**src/rtl/cdb_pkg.sv**
```systemverilog
// Shared CDB types: broadcast entry, reserved null tag and one-hot decode helper.
package cdb_pkg;

    localparam int unsigned CDB_XLEN      = 32;
    localparam int unsigned CDB_TAG_WIDTH = 32;
    localparam int unsigned CDB_MAX_FU    = 32;

    localparam logic [CDB_TAG_WIDTH-1:0] NULL_TAG = '0;

    typedef struct packed {
        logic [CDB_TAG_WIDTH-1:0] tag;
        logic [CDB_XLEN-1:0]      data;
    } cdb_entry_t;

    // OR-reduction decode; only valid for a one-hot (or zero) input.
    function automatic int unsigned onehot_to_idx(input logic [CDB_MAX_FU-1:0] onehot);
        int unsigned idx;
        idx = 0;
        for (int unsigned i = 0; i < CDB_MAX_FU; i++) begin
            if (onehot[i]) idx = idx | i;
        end
        return idx;
    endfunction

endpackage

```
**src/rtl/cdb_arbiter_if.sv**
```systemverilog
// Functional-unit result ports and CDB broadcast outputs of the CDB arbiter.
interface cdb_arbiter_if #(
    parameter int unsigned XLEN      = 32,
    parameter int unsigned TAG_WIDTH = 32,
    parameter int unsigned NUM_FU    = 4
);
    logic                        flush;
    logic [NUM_FU-1:0]           fu_valid;
    logic [NUM_FU*TAG_WIDTH-1:0] fu_tag;
    logic [NUM_FU*XLEN-1:0]      fu_data;
    logic [NUM_FU-1:0]           fu_ready;
    logic                        cdb_enable;
    logic [TAG_WIDTH-1:0]        cdb_tag;
    logic [XLEN-1:0]             cdb_data;
    logic                        tag0_err;

    modport master (
        output flush, fu_valid, fu_tag, fu_data,
        input  fu_ready, cdb_enable, cdb_tag, cdb_data, tag0_err
    );

    modport slave (
        input  flush, fu_valid, fu_tag, fu_data,
        output fu_ready, cdb_enable, cdb_tag, cdb_data, tag0_err
    );
endinterface

```
**src/rtl/cdb_rr_arbiter.sv**
```systemverilog
// One-hot grant search over req starting at ptr; with ptr tied to 0 it is a
// lowest-index-wins priority encoder.
module cdb_rr_arbiter #(
    parameter int unsigned NUM_FU = 4,
    localparam int unsigned PtrW  = $clog2(NUM_FU)
) (
    input  logic [NUM_FU-1:0] req,
    input  logic [PtrW-1:0]   ptr,
    output logic [NUM_FU-1:0] grant
);
    always_comb begin
        logic [PtrW:0]   sum;
        logic [PtrW-1:0] idx;
        logic            found;
        grant = '0;
        found = 1'b0;
        sum   = '0;
        idx   = '0;
        for (int unsigned k = 0; k < NUM_FU; k++) begin
            sum = {1'b0, ptr} + (PtrW+1)'(k);
            if (sum >= (PtrW+1)'(NUM_FU)) sum = sum - (PtrW+1)'(NUM_FU);
            idx = sum[PtrW-1:0];
            if (!found && req[idx]) begin
                grant[idx] = 1'b1;
                found      = 1'b1;
            end
        end
    end
endmodule

```
**src/rtl/cdb_arbiter.sv**
```systemverilog
// CDB producer: per-FU one-entry result buffers, one registered broadcast per cycle.
// Define CDB_RR_EN for round-robin arbitration; otherwise fixed priority (lowest index).
module cdb_arbiter
    import cdb_pkg::*;
#(
    parameter int unsigned XLEN      = CDB_XLEN,
    parameter int unsigned TAG_WIDTH = CDB_TAG_WIDTH,
    parameter int unsigned NUM_FU    = 4
) (
    input  logic          clk,
    input  logic          reset,
    cdb_arbiter_if.slave  bus
);
    localparam int unsigned PtrW = $clog2(NUM_FU);

    cdb_entry_t           entry_q [NUM_FU];
    cdb_entry_t           entry_d [NUM_FU];
    logic [NUM_FU-1:0]    valid_q, valid_d;
    logic [NUM_FU-1:0]    grant, accept;
    logic [PtrW-1:0]      gidx, rr_ptr;
    logic                 en_q, en_d;
    logic [TAG_WIDTH-1:0] tag_q, tag_d;
    logic [XLEN-1:0]      data_q, data_d;
    logic                 err_q, err_d;

`ifdef CDB_RR_EN
    logic [PtrW-1:0] rr_q, rr_d;
    assign rr_ptr = rr_q;
`else
    assign rr_ptr = '0;
`endif

    cdb_rr_arbiter #(
        .NUM_FU (NUM_FU)
    ) u_arb (
        .req   (valid_q),
        .ptr   (rr_ptr),
        .grant (grant)
    );

    assign gidx   = PtrW'(onehot_to_idx(CDB_MAX_FU'(grant)));
    // A granted slot drains this edge, so it can take a new result at the same time.
    assign bus.fu_ready = (reset && !bus.flush) ? (~valid_q | grant) : '0;
    assign accept       = bus.fu_valid & bus.fu_ready;

    always_comb begin
        valid_d = valid_q;
        entry_d = entry_q;
        en_d    = 1'b0;
        tag_d   = tag_q;
        data_d  = data_q;
        err_d   = err_q;
`ifdef CDB_RR_EN
        rr_d    = rr_q;
`endif
        if (bus.flush) begin
            valid_d = '0;
        end else begin
            if (|grant) begin
                en_d          = 1'b1;
                tag_d         = entry_q[gidx].tag;
                data_d        = entry_q[gidx].data;
                valid_d[gidx] = 1'b0;
`ifdef CDB_RR_EN
                rr_d = (gidx == PtrW'(NUM_FU - 1)) ? '0 : gidx + 1'b1;
`endif
            end
            for (int unsigned i = 0; i < NUM_FU; i++) begin
                if (accept[i]) begin
                    // Tag 0 means "operand ready"; swallow it rather than broadcast it.
                    if (bus.fu_tag[i*TAG_WIDTH +: TAG_WIDTH] == NULL_TAG) begin
                        err_d = 1'b1;
                    end else begin
                        valid_d[i]      = 1'b1;
                        entry_d[i].tag  = bus.fu_tag[i*TAG_WIDTH +: TAG_WIDTH];
                        entry_d[i].data = bus.fu_data[i*XLEN +: XLEN];
                    end
                end
            end
        end
    end

    always_ff @(posedge clk) begin
        if (!reset) begin
            valid_q <= '0;
            en_q    <= 1'b0;
            tag_q   <= '0;
            data_q  <= '0;
            err_q   <= 1'b0;
`ifdef CDB_RR_EN
            rr_q    <= '0;
`endif
        end else begin
            valid_q <= valid_d;
            en_q    <= en_d;
            tag_q   <= tag_d;
            data_q  <= data_d;
            err_q   <= err_d;
`ifdef CDB_RR_EN
            rr_q    <= rr_d;
`endif
        end
    end

    // Payload is qualified by valid_q, so it needs no reset.
    always_ff @(posedge clk) begin
        entry_q <= entry_d;
    end

    assign bus.cdb_enable = en_q;
    assign bus.cdb_tag    = tag_q;
    assign bus.cdb_data   = data_q;
    assign bus.tag0_err   = err_q;
endmodule

```
**src/flat_wrapper.sv**
```systemverilog
// flat-port wrapper written by rule: the top's interface ports become plain ports
module cdb_arbiter_flat import cdb_pkg::*;
#(
    parameter int unsigned XLEN      = CDB_XLEN,
    parameter int unsigned TAG_WIDTH = CDB_TAG_WIDTH,
    parameter int unsigned NUM_FU    = 4
)
  (clk, reset, bus_flush, bus_fu_valid, bus_fu_tag, bus_fu_data, bus_fu_ready, bus_cdb_enable, bus_cdb_tag, bus_cdb_data, bus_tag0_err);
  cdb_arbiter_if #(.XLEN(XLEN), .TAG_WIDTH(TAG_WIDTH), .NUM_FU(NUM_FU)) bus_i ();
  input  logic clk;
  input  logic reset;
  input wire logic [$bits(bus_i.flush)-1:0] bus_flush;
  input wire logic [$bits(bus_i.fu_valid)-1:0] bus_fu_valid;
  input wire logic [$bits(bus_i.fu_tag)-1:0] bus_fu_tag;
  input wire logic [$bits(bus_i.fu_data)-1:0] bus_fu_data;
  output wire logic [$bits(bus_i.fu_ready)-1:0] bus_fu_ready;
  output wire logic [$bits(bus_i.cdb_enable)-1:0] bus_cdb_enable;
  output wire logic [$bits(bus_i.cdb_tag)-1:0] bus_cdb_tag;
  output wire logic [$bits(bus_i.cdb_data)-1:0] bus_cdb_data;
  output wire logic [$bits(bus_i.tag0_err)-1:0] bus_tag0_err;
  assign bus_i.flush = bus_flush;
  assign bus_i.fu_valid = bus_fu_valid;
  assign bus_i.fu_tag = bus_fu_tag;
  assign bus_i.fu_data = bus_fu_data;
  assign bus_fu_ready = bus_i.fu_ready;
  assign bus_cdb_enable = bus_i.cdb_enable;
  assign bus_cdb_tag = bus_i.cdb_tag;
  assign bus_cdb_data = bus_i.cdb_data;
  assign bus_tag0_err = bus_i.tag0_err;
  cdb_arbiter #(.XLEN(XLEN), .TAG_WIDTH(TAG_WIDTH), .NUM_FU(NUM_FU)) u_core (.clk(clk), .reset(reset), .bus(bus_i));
endmodule
```
**config.mk**
```make
export PLATFORM = sky130hd
export DESIGN_NAME = cdb_arbiter_flat
export DESIGN_NICKNAME = d
export VERILOG_FILES = /design/src/rtl/cdb_pkg.sv /design/src/rtl/cdb_arbiter_if.sv /design/src/rtl/cdb_rr_arbiter.sv /design/src/rtl/cdb_arbiter.sv /design/src/flat_wrapper.sv
export SDC_FILE = /design/constraint.sdc
export NUM_CORES = 1
export LEC_CHECK = 0
export BUFFER_PORTS_ARGS = -buffer_cell sky130_fd_sc_hd__buf_4
export CORE_ASPECT_RATIO = 1.75
export CORE_MARGIN = 4
export CORE_UTILIZATION = 56
export DETAILED_ROUTE_END_ITERATION = 12
export GPL_TIMING_DRIVEN = 0
export PLACE_DENSITY = 0.84
export SLEW_MARGIN = 15
export SYNTH_ARGS = -nofsm -noshare
export SYNTH_HDL_FRONTEND = slang
export SYNTH_HIERARCHICAL = 1
export SYNTH_SLANG_ARGS = --single-unit
```
**constraint.sdc**
```tcl
create_clock -name clk -period 6.5 [get_ports clk]
set_input_delay 0.65 -clock clk [delete_from_list [all_inputs] [get_ports clk]]
set_output_delay 0.65 -clock clk [all_outputs]
set_load 0.02 [all_outputs]
```
# Yosys cells after proc, flatten, opt, wreduce, memory -nomap -nowiden
# Cells that the tools add are included.
# W data, S select, Z words.
word_totals:
  regBits: 326
  in_bits: 263
  out_inout_bits: 70
classes:
  muxes: 34
  n_reduce_logical: 20
  bitwise: 12
  magnitude_cmp: 3
op_table:
  columns: ["cell", "count"]
  rows:
  - ["$bmux W64 S2", 1]
  - ["$logic_not A32 Y1", 4]
  - ["$mux W64", 2]
  - ["$mux W1", 23]
  - ["$mux W4", 3]
  - ["$reduce_and A3 Y1", 4]
  - ["$and A4 B4 Y4", 2]
  - ["$not A4 Y4", 2]
  - ["$mux W2", 3]
  - ["$not A1 Y1", 6]
  - ["$logic_and A1 B1 Y1", 5]
  - ["$logic_not A1 Y1", 4]
  - ["$or A4 B4 Y4", 1]
  - ["$reduce_or A4 Y1", 1]
  - ["$ge A3 B3 Y1 const B", 1]
  - ["$lt A2 B3 Y1 const B", 1]
  - ["$mux W3", 1]
  - ["$not A2 Y3", 1]
  - ["$demux W1 S2", 1]
  - ["$ge A2 B1 Y1 const B", 1]
  - ["$reduce_and A2 Y1", 1]
  - ["$reduce_or A2 Y1", 1]

# Longest topological paths before layout
# Gate-level depths: netlist of the first run.
depth:
  depth_word: 22
  ltp_mapped: 12
  ltp_nobuf: 10

# Cells and area by module
# The synthesis of the first run kept the hierarchy.
modules_own_cells:
  columns: ["module", "seq_area_each_um2", "area_each_um2", "cells_each", "n_inst"]
  rows:
  - ["cdb_arbiter", 9088.7, 11557.3, 719, 1]
  - ["cdb_rr_arbiter", 0.0, 302.8, 30, 1]

# Worst setup path before layout of the first run
# No wires, ideal clock.
synth_timing:
  kind: "register -> register"
  start: "register u_core.valid_q[0]"
  end: "register u_core/entry_q[0] (netlist bit) (enable)"
  path_stages_with_launch: 8
  t_required_ns: 6.082
  t_arrival_ns: 3.181
  setup_time_ns: 0.418
  setup_slack_ns: 2.900
  path_cell_list: "dfxtp_1 mux4_2 nor4b_4 a221o_1 nand2b_1 nand3_1 o21bai_1 inv_1"
synth_via:
  elab_chain_cells: 14
synth_rtl:
  columns: ["item", "line_no", "text"]
  rows:
  - ["start: declaration", "cdb_arbiter.sv:18", "logic [NUM_FU-1:0] valid_q, valid_d;"]
  - ["start signal: assignment", "cdb_arbiter.sv:94", "valid_q <= valid_d;"]
  - ["$mux W1 (*)", "cdb_rr_arbiter.sv:23", "if (!found && req[idx]) begin"]
  - ["$logic_not A1 Y1", "cdb_rr_arbiter.sv:23", null]
  - ["$logic_and A1 B1 Y1", "cdb_rr_arbiter.sv:23", null]
  - ["$mux W1 (*)", "cdb_rr_arbiter.sv:23", null]
  - ["$logic_not A1 Y1", "cdb_rr_arbiter.sv:23", null]
  - ["$logic_and A1 B1 Y1", "cdb_rr_arbiter.sv:23", null]
  - ["$mux W1 (*)", "cdb_rr_arbiter.sv:23", null]
  - ["$logic_not A1 Y1 (*)", "cdb_rr_arbiter.sv:23", null]
  - ["$logic_and A1 B1 Y1 (*)", "cdb_rr_arbiter.sv:23", null]
  - ["$mux W4 (*)", "cdb_rr_arbiter.sv:23", null]
  - ["named net u_core.grant[3]", "cdb_arbiter.sv:19", "logic [NUM_FU-1:0] grant, accept;"]
  - ["$or A4 B4 Y4 (*)", "cdb_arbiter.sv:43", "assign bus.fu_ready = (reset && !bus.flush) ? (~valid_q | grant) : '0;"]
  - ["$mux W4 (*)", "cdb_arbiter.sv:43", null]
  - ["$and A4 B4 Y4 (*)", "cdb_arbiter.sv:44", "assign accept = bus.fu_valid & bus.fu_ready;"]
  - ["$reduce_and A3 Y1 (no line) (*)", null, null]
  - ["end signal: assignment", "cdb_arbiter.sv:107", "entry_q <= entry_d;"]
  - ["end: declaration", "cdb_arbiter.sv:16", "cdb_entry_t entry_q [NUM_FU];"]
# The timed path passes the listed nets; every way through them passes the cells marked *.
# A chain may end at the register's enable or synchronous reset.

# Final worst setup path of the first run
layout_timing:
  start: "register u_core.valid_q[0]"
  end: "output bus_fu_ready[3]"
layout_via:
  elab_chain_cells: 12
layout_rtl:
  columns: ["item", "line_no", "text"]
  rows:
  - ["$mux W1 (*)", "cdb_rr_arbiter.sv:23", null]
  - ["$logic_not A1 Y1", "cdb_rr_arbiter.sv:23", null]
  - ["$logic_and A1 B1 Y1", "cdb_rr_arbiter.sv:23", null]
  - ["$mux W1 (*)", "cdb_rr_arbiter.sv:23", null]
  - ["$logic_not A1 Y1", "cdb_rr_arbiter.sv:23", null]
  - ["$logic_and A1 B1 Y1", "cdb_rr_arbiter.sv:23", null]
  - ["$mux W1 (*)", "cdb_rr_arbiter.sv:23", null]
  - ["$logic_not A1 Y1 (*)", "cdb_rr_arbiter.sv:23", null]
  - ["$logic_and A1 B1 Y1 (*)", "cdb_rr_arbiter.sv:23", null]
  - ["$mux W4 (*)", "cdb_rr_arbiter.sv:23", null]
  - ["named net u_core.grant[3]", "cdb_arbiter.sv:19", null]
  - ["$or A4 B4 Y4 (*)", "cdb_arbiter.sv:43", null]
  - ["$mux W4 (*)", "cdb_arbiter.sv:43", null]
  - ["end: declaration", "flat_wrapper.sv:16", "output wire logic [$bits(bus_i.fu_ready)-1:0] bus_fu_ready;"]
# Marked as above.

==> results.cfg, run 1 <==
[synthesis]
ys_seq_elements = 326
synth_area_leaders = edfxtp_1 (65%), dfxtp_1 (12%), a22oi_1 (8.1%)
synth_warnings = 6
synth_top_area_cell = edfxtp_1
yosysUniqueCellTypes = 36
seq_area_frac_synth_pct = 76.6
synth_cells = 749
netlist.area_leader.share_pct = 64.8
post_synth.cell_area_avg_um2 = 15.8
netlist_area_mm2 = 0.0119

[cts]
cts_tree = yes
clk_pin_slew_worst_paths_ps = 70
root_buffer = clkbuf_16
cts.sinks = 326
clockBufferDepth = 3
post_cts_buffers = 0
postCtsHoldBufs = 0
cts.htree.levels = 1
cts_buffers = 28
clk_latency_ps = 550
cts_resized = 0

[floorplan]
dieArea_mm2 = 0.0237
ios = 333
rows = 70
die_w_um = 118
core_area_mm2 = 0.0208
die_y_um = 201
initial_core_util_pct = 56.9

[grt]
grt_pass1_wl_um = 54500
use_met1_pct = 32.9
grt_start_max_net_pins = 47
grt-busiest-layer = met2
grt_util_met2_pct = 55.1
overflow = 0
grt_pass1_vias = 9412
antenna_found_initial = 3
grtUsageMet3_pct = 5.58
grt_use_total_pct = 30.4

[sta]
finalSetupViolCount = 0
min_period_ps = 3390
max_slew.worst_pin.slew_ps = 806
finalHoldViolations = 0
relSlewSlack_pct = 46.3
rsz0062_at_grt = false
report.final.slew_viol_count = 0
finalSetupTns_ps = 0
period_share_pct = 52.2
skew_ps = 22.3
fmax_ghz = 0.295

[route]
via_count = 8883
viasPerCell = 6.32
drtPass1Iterations = 6
post_drt_wl_per_cell_um = 26.5
drt_wl_total_um = 37200
drc = 0
drtAntennaViolNets = 0
drt_first_iter_violations = 1112

[critical_path]
arrival_ps = 2740
worst_setup_path_end_kind = output pin
cp.required_ps = 5850
path_class = flop to output pin
start_kind = flop
reg2reg_from = u_core/valid_q[0]$_SDFF_PP0_
cp_max_fo = 10
cp-startpoint = u_core/valid_q[0]$_SDFF_PP0_

[power]
ir_drop_uv = 290
p_per_area_mw_per_mm2 = 290
power.leakage_nw = 5.88

[outcome]
status = finished clean

[placement]
dp_hpwl_um = 26700
postPlaceCellArea_mm2 = 0.0148
io_buffers = 332
routabilityCongestion = 0.893

[cells_and_area]
nets = 1398
final_area_mm2 = 0.0158
area_growth_pct = 33.2
layout-drive-gt1-share_pct = 37.2

[worst_hold_path]
holdCritPathClass = primary input to flop
min-delay-start = bus_fu_data[97]

[run]
max-cap-violations = 0
## power by group
group	leakage (nW)	switching, W	internal, W	total [W]
logic	2.49	0.000258	0.000210	0.000469
registers	2.92	0.0000337	0.00234	0.00237
clock network	0.472	0.000725	0.00101	0.00174
total	5.88	0.00102	0.00356	0.00457
## critical path, cell delays in order, from the launching register on
cell and delay [ps]:
dfxtp_1 360, mux4_2 600, nor4b_4 390, a221o_1 350, inv_1 140, a21oi_1 170, buf_4 170
## cell usage after synthesis
cell type / n
clkbuf_2: 4
nor4_1: 32
clkbuf_1: 16
dfxtp_1: 70
nor3b_2: 1
edfxtp_1: 256
nand3_1: 4
mux4_1: 1
nor3_1: 3
inv_2: 2
a31oi_1: 64
nand4_1: 8
or4_1: 1
buf_2: 21
nor2b_1: 1
nand2b_1: 7
o21bai_1: 4
conb_1: 1
inv_1: 8
a221o_1: 4
a21oi_1: 8
nand2_1: 11
o211ai_1: 1
o21ai_0: 46
ha_1: 6
nor4b_4: 1
mux4_2: 3
a22oi_1: 128
o31ai_1: 1
o21ai_1: 22
a21oi_2: 1
buf_4: 6
buf_6: 2
and2_1: 1
nor3_2: 3
o21ai_4: 1
## final cells by class
| cell class | instances | area (µm²) |
|---|---|---|
| diodes | 3 | 7.51 |
| plain buffers | 49 | 253 |
| clock buffers | 38 | 790 |
| clock inverters | 14 | 173 |
| fillers | 1276 | 5050 |
| inverters | 10 | 47.5 |
| multi-input cells | 378 | 2530 |
| flip-flops and latches | 326 | 9090 |
| well taps | 252 | 315 |
| repair buffers | 336 | 2590 |
## cell families after synthesis
kind of cell	count (synthesis)	share of synthesized area, %
flip-flops	326	76.6
AO/OA/AOI/OAI	280	15.6
AND/OR/NAND/NOR	73	3.85
buffers and inverters	59	2.45
adder cells (fa/ha/maj)	6	0.633
multiplexers	4	0.791
other	1	0.0316
## flip-flops by register name, indices dropped and copies added, names as in the netlist
| register | count |
|---|---|
| u_core/bus.cdb_data | 32 |
| u_core/bus.cdb_enable | 1 |
| u_core/bus.cdb_tag | 32 |
| u_core/bus.tag0_err | 1 |
| u_core/entry_q | 256 |
| u_core/valid_q | 4 |
## routing by layer
metal / vias up / wire [µm]
met5: - / 0
met4: 0 / 2420
met3: 147 / 3140
met2: 600 / 19700
met1: 4310 / 11900
li1: 3826 / -
## cells in the final DEF, fill, tap and decap left out, types with 4 or more instances in the layout
master and instances:
buf_4 338, edfxtp_1 256, a22oi_1 128, dfxtp_1 70, a31oi_1 64, o21ai_0 46, nor4_1 32, clkbuf_16 29
clkbuf_1 22, o21ai_1 22, buf_2 21, conb_1 15, nand2_1 11, a21oi_1 8, nand4_1 8, nand2b_1 7
ha_1 6, clkinv_2 5, bufinv_16 4, inv_1 4, nand3_1 4, o21bai_1 4, inv_4 4, clkbuf_2 4
a221o_1 4
## final timing paths
kind                                                      endpoint  slack (ps)  cells after the start
worst max-delay path                               bus_fu_ready[3]        3110                      6
worst min-delay path                   u_core/entry_q[1]$_DFFE_PP_         270                      1
worst max register to register        u_core/entry_q[23]$_DFFE_PP_        3230                      8
worst min register to register  u_core/bus.cdb_tag[6]$_SDFFE_PN0P_         530                      2
## stage by stage
step / total power [W] / util [%] / hold slack [ps] / setup WS (ps) / std cells
detailed placement: 0.00287 / 71.1 / 516 / 3300 / 1351
floorplan: 0.00259 / - / 486 / 2900 / 763
CTS: 0.00458 / 75.7 / 261 / 3120 / 1403
global route: 0.00470 / 75.8 / 267 / 2950 / 1406
global placement: 0.00286 / 70.6 / 510 / 1860 / 1347
finish: 0.00457 / 75.8 / 274 / 3110 / 1406
(Power assumes the default switching activity.)
==> inputs of run 2 (changes only) <==
- CORE_UTILIZATION: 56 -> 47
- PLACE_DENSITY: 0.84 -> 0.75
- clock period: 6.5 -> 2.9 ns (I/O delays scaled with it)
==> run 2 against run 1 <==
- non-clock buffer count increased by 274
- cell area rose by 19%
- clock-buffer cell count is 4 higher
- total power up 130%
- clock power increased by 120%
- clock skew fell by 12 ps
- critical path depth unchanged
- global-route usage is 1.7 points higher
- via count is 15% higher
- largest power group unchanged
==> results.cfg, run 2 (synthesized netlist as in run 1, its figures left out) <==
[route]
viasPerCell = 5.86
post_drt_wl_per_cell_um = 26.4
drt_first_iter_violations = 1010
drt_wl_total_um = 46100
drtAntennaViolNets = 0
drc = 0
drtPass1Iterations = 5
via_count = 10200

[cts]
cts_buffers = 28
cts_tree = yes
cts.htree.levels = 1
root_buffer = clkbuf_16
clk_latency_ps = 550
clockBufferDepth = 3
cts.sinks = 326
clk_pin_slew_worst_paths_ps = 70

[grt]
grt_pass1_wl_um = 66400
grt_start_max_net_pins = 51
grt_pass1_vias = 11200
antenna_found_initial = 3
overflow = 0
grt_use_total_pct = 32.1

[floorplan]
rows = 76
ios = 333
die_y_um = 218
dieArea_mm2 = 0.0279
die_w_um = 128
initial_core_util_pct = 48.0
core_area_mm2 = 0.0247

[power]
ir_drop_uv = 535
power.leakage_nw = 7.06
pwr-share-clk_pct = 36.4
swShare_pct = 23.0
comb_power_share_pct = 13.5
power.internal_w = 0.00817
p_sw_w = 0.00244
p_per_area_mw_per_mm2 = 566
seqPwrFrac_pct = 50.1

[sta]
fmax_ghz = 0.350
report.final.slew_viol_count = 0
max_slew.worst_pin.slew_ps = 802
finalSetupViolCount = 0
skew_ps = 9.85
finalHoldViolations = 0
min_period_ps = 2860
relSlewSlack_pct = 46.5
setup_slack_ps = 40.3
period_share_pct = 98.6
rsz0062_at_grt = true

[placement]
dp_slack_ps = -407
dp_cells = 1415
dp_hpwl_um = 27900
routabilityCongestion = 0.906
io_buffers = 332

[critical_path]
crit_family = multiplexers
critPathMaxStageDelay_ps = 560
reg2reg_depth = 8
cp.required_ps = 2610
reg2reg_from = u_core/valid_q[0]$_SDFF_PP0_
worst_setup_path_end_kind = output pin
timing.rr.end = u_core/entry_q[52]$_DFFE_PP_
ff2ff_setup_slack_ps = 90
path_class = flop to output pin
slowest_stage = mux4_2
arrival_ps = 2570
start_kind = flop
cp_max_fo = 7
path_buf_inv = 2
path_cells = mux4_2, nor4b_4, a221o_1, inv_2, a21oi_1, buf_4

[cells_and_area]
fill_cells = 1433
largest_reg_flops = 256
final_common_cell = buf_4
utilization_pct = 75.8
nets = 1672
mostFrequentLayoutCells = buf_4 (354), dlygate4sd3_1 (256), edfxtp_1 (256)
multi_input_area_mm2 = 0.00259
area_growth_pct = 58.1
fin_cells = 1743
ff_latch_area_mm2 = 0.00909
layout-drive-gt1-share_pct = 32.3
regMostFlops = u_core/entry_q

[run]
max-cap-violations = 0

[worst_hold_path]
whs_endpoint = u_core/bus.tag0_err$_SDFFE_PN0N_
whs_path_depth = 4
holdCritPathClass = primary input to flop
min-delay-start = reset

[outcome]
status = finished clean
-- run 2: cell count changes in the layout (fill, tap and decap cells not counted), moves of 5 or more --
cell	change
dlygate4sd3_1	+256
clkbuf_4	+8
buf_2	-10
buf_4	+16
clkbuf_1	-5
-- run 2: how the worst max path moves through the flow --
stage,startpoint,endpoint,slack (ps),depth (start not counted)
after global placement,u_core/valid_q[3]$_SDFF_PP0_,u_core/entry_q[25]$_DFFE_PP_,-1100,7
after detailed placement,u_core/valid_q[1]$_SDFF_PP0_,u_core/entry_q[59]$_DFFE_PP_,-410,9
after global routing,u_core/valid_q[0]$_SDFF_PP0_,bus_fu_ready[3],-40,6
after CTS,u_core/valid_q[3]$_SDFF_PP0_,u_core/bus.cdb_tag[2]$_SDFFE_PN0P_,1,8
final,u_core/valid_q[0]$_SDFF_PP0_,bus_fu_ready[3],40,6
after floorplan,u_core/valid_q[2]$_SDFF_PP0_,u_core/entry_q[100]$_DFFE_PP_,-160,7
-- run 2: layout make-up --
type	count	share of cell area, %
Antenna cell	6	0.0801
Clock inverter	10	0.661
Tap cell	312	2.08
Buffer	49	1.66
Sequential cell	326	48.5
Timing Repair Buffer	610	28.6
Inverter	10	0.280
Clock buffer	42	4.34
Multi-Input combinational cell	378	13.8
-- run 2: worst min-delay path: cells and delay by family --
family          cells  cell delay [ps]
simple gates        2              150
buf+inv             1              110
compound gates      1               50
-- run 2: stage by stage --
stage	setup TNS, ps	cell area [µm²]	total power [W]	hold WS, ps
floorplan	-36520	12000	0.00582	389
global placement	-251710	14900	0.00642	469
detailed placement	-32360	15000	0.00646	469
CTS	0	18600	0.0105	41.4
global route	-97.6	18700	0.0109	94.3
finish	0	18700	0.0106	67.6
-- run 2: routing by layer --
metal / part of all wire [%] / global-route usage [%] / wire (µm) / vias to the layer above
met5: 0 / 0 / 0 / -
met1: 32 / 33.1 / 14700 / 4974
li1: - / - / - / 4384
met3: 6.9 / 5.38 / 3160 / 191
met2: 54 / 59.1 / 25100 / 658
met4: 6.7 / 20.2 / 3090 / 0
-- run 2: repair_timing --
item,4_1_cts,5_1_grt
hold buffers,256,0
gates cloned,0,2
hold endpoints to repair,256,0
setup buffers,7,7
gates resized for setup,4,44
setup endpoints to repair,186,201
pin swaps,1,4
-- run 2: power groups by stage --
stage               clock (W)  sequential, W  combinational (W)
finish                0.00386        0.00532            0.00143
global route          0.00409        0.00532            0.00150
CTS                   0.00386        0.00530            0.00135
detailed placement          0        0.00540            0.00106
global placement            0        0.00541            0.00102
floorplan                   0        0.00548           0.000340
==> inputs of run 3 (changes only) <==
- CORE_MARGIN: 4 -> 5
==> run 3 against run 2 <==
- largest power group unchanged
- largest cell class unchanged
- maximum frequency grew 1.2%
- die area grew 2.5%
- non-clock buffer count grew 1
==> results.cfg, run 3 (synthesized netlist as in run 1, its figures left out) <==
[floorplan]
rows = 77
dieArea_mm2 = 0.0286
core_area_mm2 = 0.0250
die_y_um = 220
ios = 333
die_w_um = 130
initial_core_util_pct = 47.3

[power]
p_per_area_mw_per_mm2 = 576
power.leakage_nw = 7.11
ir_drop_uv = 573

[cts]
cts.htree.levels = 1
cts.sinks = 326
cts_tree = yes
cts_buffers = 29
clockBufferDepth = 3
clk_pin_slew_worst_paths_ps = 70
root_buffer = clkbuf_16
clk_latency_ps = 550

[grt]
grt-busiest-layer = met2
grt_use_total_pct = 30.6
grt_pass1_wl_um = 64600
grt_util_met2_pct = 55.5
grtUsageMet3_pct = 5.53
overflow = 0
grt_pass1_vias = 11100
grt_start_max_net_pins = 35
use_met1_pct = 32.2
antenna_found_initial = 6

[sta]
fmax_ghz = 0.354
period_share_pct = 97.4
setup_slack_ps = 74.2
relSlewSlack_pct = 47.4
rsz0062_at_grt = true
min_period_ps = 2830
report.final.slew_viol_count = 0
max_slew.worst_pin.slew_ps = 789
finalSetupViolCount = 0
skew_ps = 10.4
finalHoldViolations = 0

[critical_path]
path_common_cell = buf_4
start_kind = flop
cp_max_fo = 10
reg2reg_from = u_core/valid_q[3]$_SDFF_PP0_
worst_setup_path_end_kind = flop
arrival_ps = 3290
critPathMaxStageDelay_ps = 500
path_cells = mux4_1, nor4b_4, a221o_1, buf_4, nor3_2, buf_6, buf_4, a22oi_1, a31oi_1
path_buf_inv = 3
slowest_stage = mux4_1
path_class = flop to flop
cp.required_ps = 3360
timing.rr.end = u_core/bus.cdb_tag[0]$_SDFFE_PN0P_
ff2ff_setup_slack_ps = 70
crit_family = compound AO/OA/AOI/OAI gates
reg2reg_depth = 9

[placement]
dp_slack_ps = -506
postPlaceCellArea_mm2 = 0.0150
dp_hpwl_um = 28200
routabilityCongestion = 0.909
dp_cells = 1419
io_buffers = 332

[outcome]
status = finished clean

[cells_and_area]
final_area_mm2 = 0.0189
largest_reg_flops = 256
fin_cells = 1752
final_common_cell = buf_4
mostFrequentLayoutCells = buf_4 (354), dlygate4sd3_1 (256), edfxtp_1 (256)
nets = 1675
area_growth_pct = 59.0
regMostFlops = u_core/entry_q
layout-drive-gt1-share_pct = 32.6

[route]
viasPerCell = 5.71
drt_wl_total_um = 44900
drt_first_iter_violations = 1061
drc = 0
via_count = 10000
post_drt_wl_per_cell_um = 25.6
drtAntennaViolNets = 0
drtPass1Iterations = 5

[worst_hold_path]
whs_path_depth = 4
holdCritPathClass = primary input to flop
whs_endpoint = u_core/bus.tag0_err$_SDFFE_PN0N_
min-delay-start = reset

[run]
max-cap-violations = 0
[run 3: cell count changes in the layout (fill, tap and decap cells not counted), sizes merged]
cell,previous run,this run
bufinv,3,5
clkinv,6,4
clkinvlp,5,8
diode,6,8
[run 3: worst max-delay path by stage]
stage | end | from | cells after the start
3_5_place_dp | u_core/entry_q[31]$_DFFE_PP_ | u_core/valid_q[0]$_SDFF_PP0_ | 9
4_1_cts | u_core/bus.cdb_data[29]$_SDFFE_PN0P_ | u_core/valid_q[3]$_SDFF_PP0_ | 8
6_report | u_core/bus.cdb_tag[0]$_SDFFE_PN0P_ | u_core/valid_q[3]$_SDFF_PP0_ | 9
5_1_grt | u_core/bus.cdb_tag[0]$_SDFFE_PN0P_ | u_core/valid_q[3]$_SDFF_PP0_ | 9
3_3_place_gp | u_core/entry_q[27]$_DFFE_PP_ | u_core/valid_q[3]$_SDFF_PP0_ | 7
2_1_floorplan | u_core/entry_q[100]$_DFFE_PP_ | u_core/valid_q[2]$_SDFF_PP0_ | 7
[run 3: area by class of cell]
cell class / count / area (µm²)
diodes: 8 / 20.0
plain buffers: 49 / 314
clock buffers: 41 / 822
clock inverters: 12 / 196
fillers: 1445 / 6190
inverters: 10 / 52.6
multi-input cells: 378 / 2580
flip-flops and latches: 326 / 9090
well taps: 316 / 395
repair buffers: 611 / 5370
repair inverters: 1 / 7.51
[run 3: where the power goes]
group          internal [W]  switching [W]  leakage, nW
clock               0.00242        0.00170        0.488
sequential          0.00523      0.0000789         2.92
combinational      0.000736       0.000690         3.70
[run 3: worst reg2reg max path, delay by kind of cell, from the launching register on]
family                 cells  cell delay [ps]
flip-flops                 1              370
AND/OR/NAND/NOR            2              410
AO/OA/AOI/OAI              3              780
buffers and inverters      3              690
multiplexers               1              500
[run 3: what timing repair did]
item | CTS | global route
endpoints found under the setup margin | 206 | 100
cloned | 1 | 1
pin swaps | 2 | 3
hold buffers | 256 | 0
gates resized for setup | 4 | 43
endpoints found under the hold margin | 256 | 0
setup buffers | 10 | 5
[run 3: stage by stage]
step / hold WS [ps] / utilization [%] / total power, W / setup TNS, ps
floorplan: 389 / - / 0.00582 / -36520
global placement: 469 / 59.4 / 0.00643 / -258460
detailed placement: 469 / 60.1 / 0.00646 / -31520
CTS: 53.0 / 74.8 / 0.0108 / 0
global route: 102 / 75.3 / 0.0112 / -43.2
finish: 84.9 / 75.3 / 0.0109 / 0
[run 3: metal layers]
layer  part of all wire (%)  up-vias
met4                    6.7        0
met1                     31     4774
met3                    7.4      200
met2                     55      647
li1                       -     4389
met5                      0        -
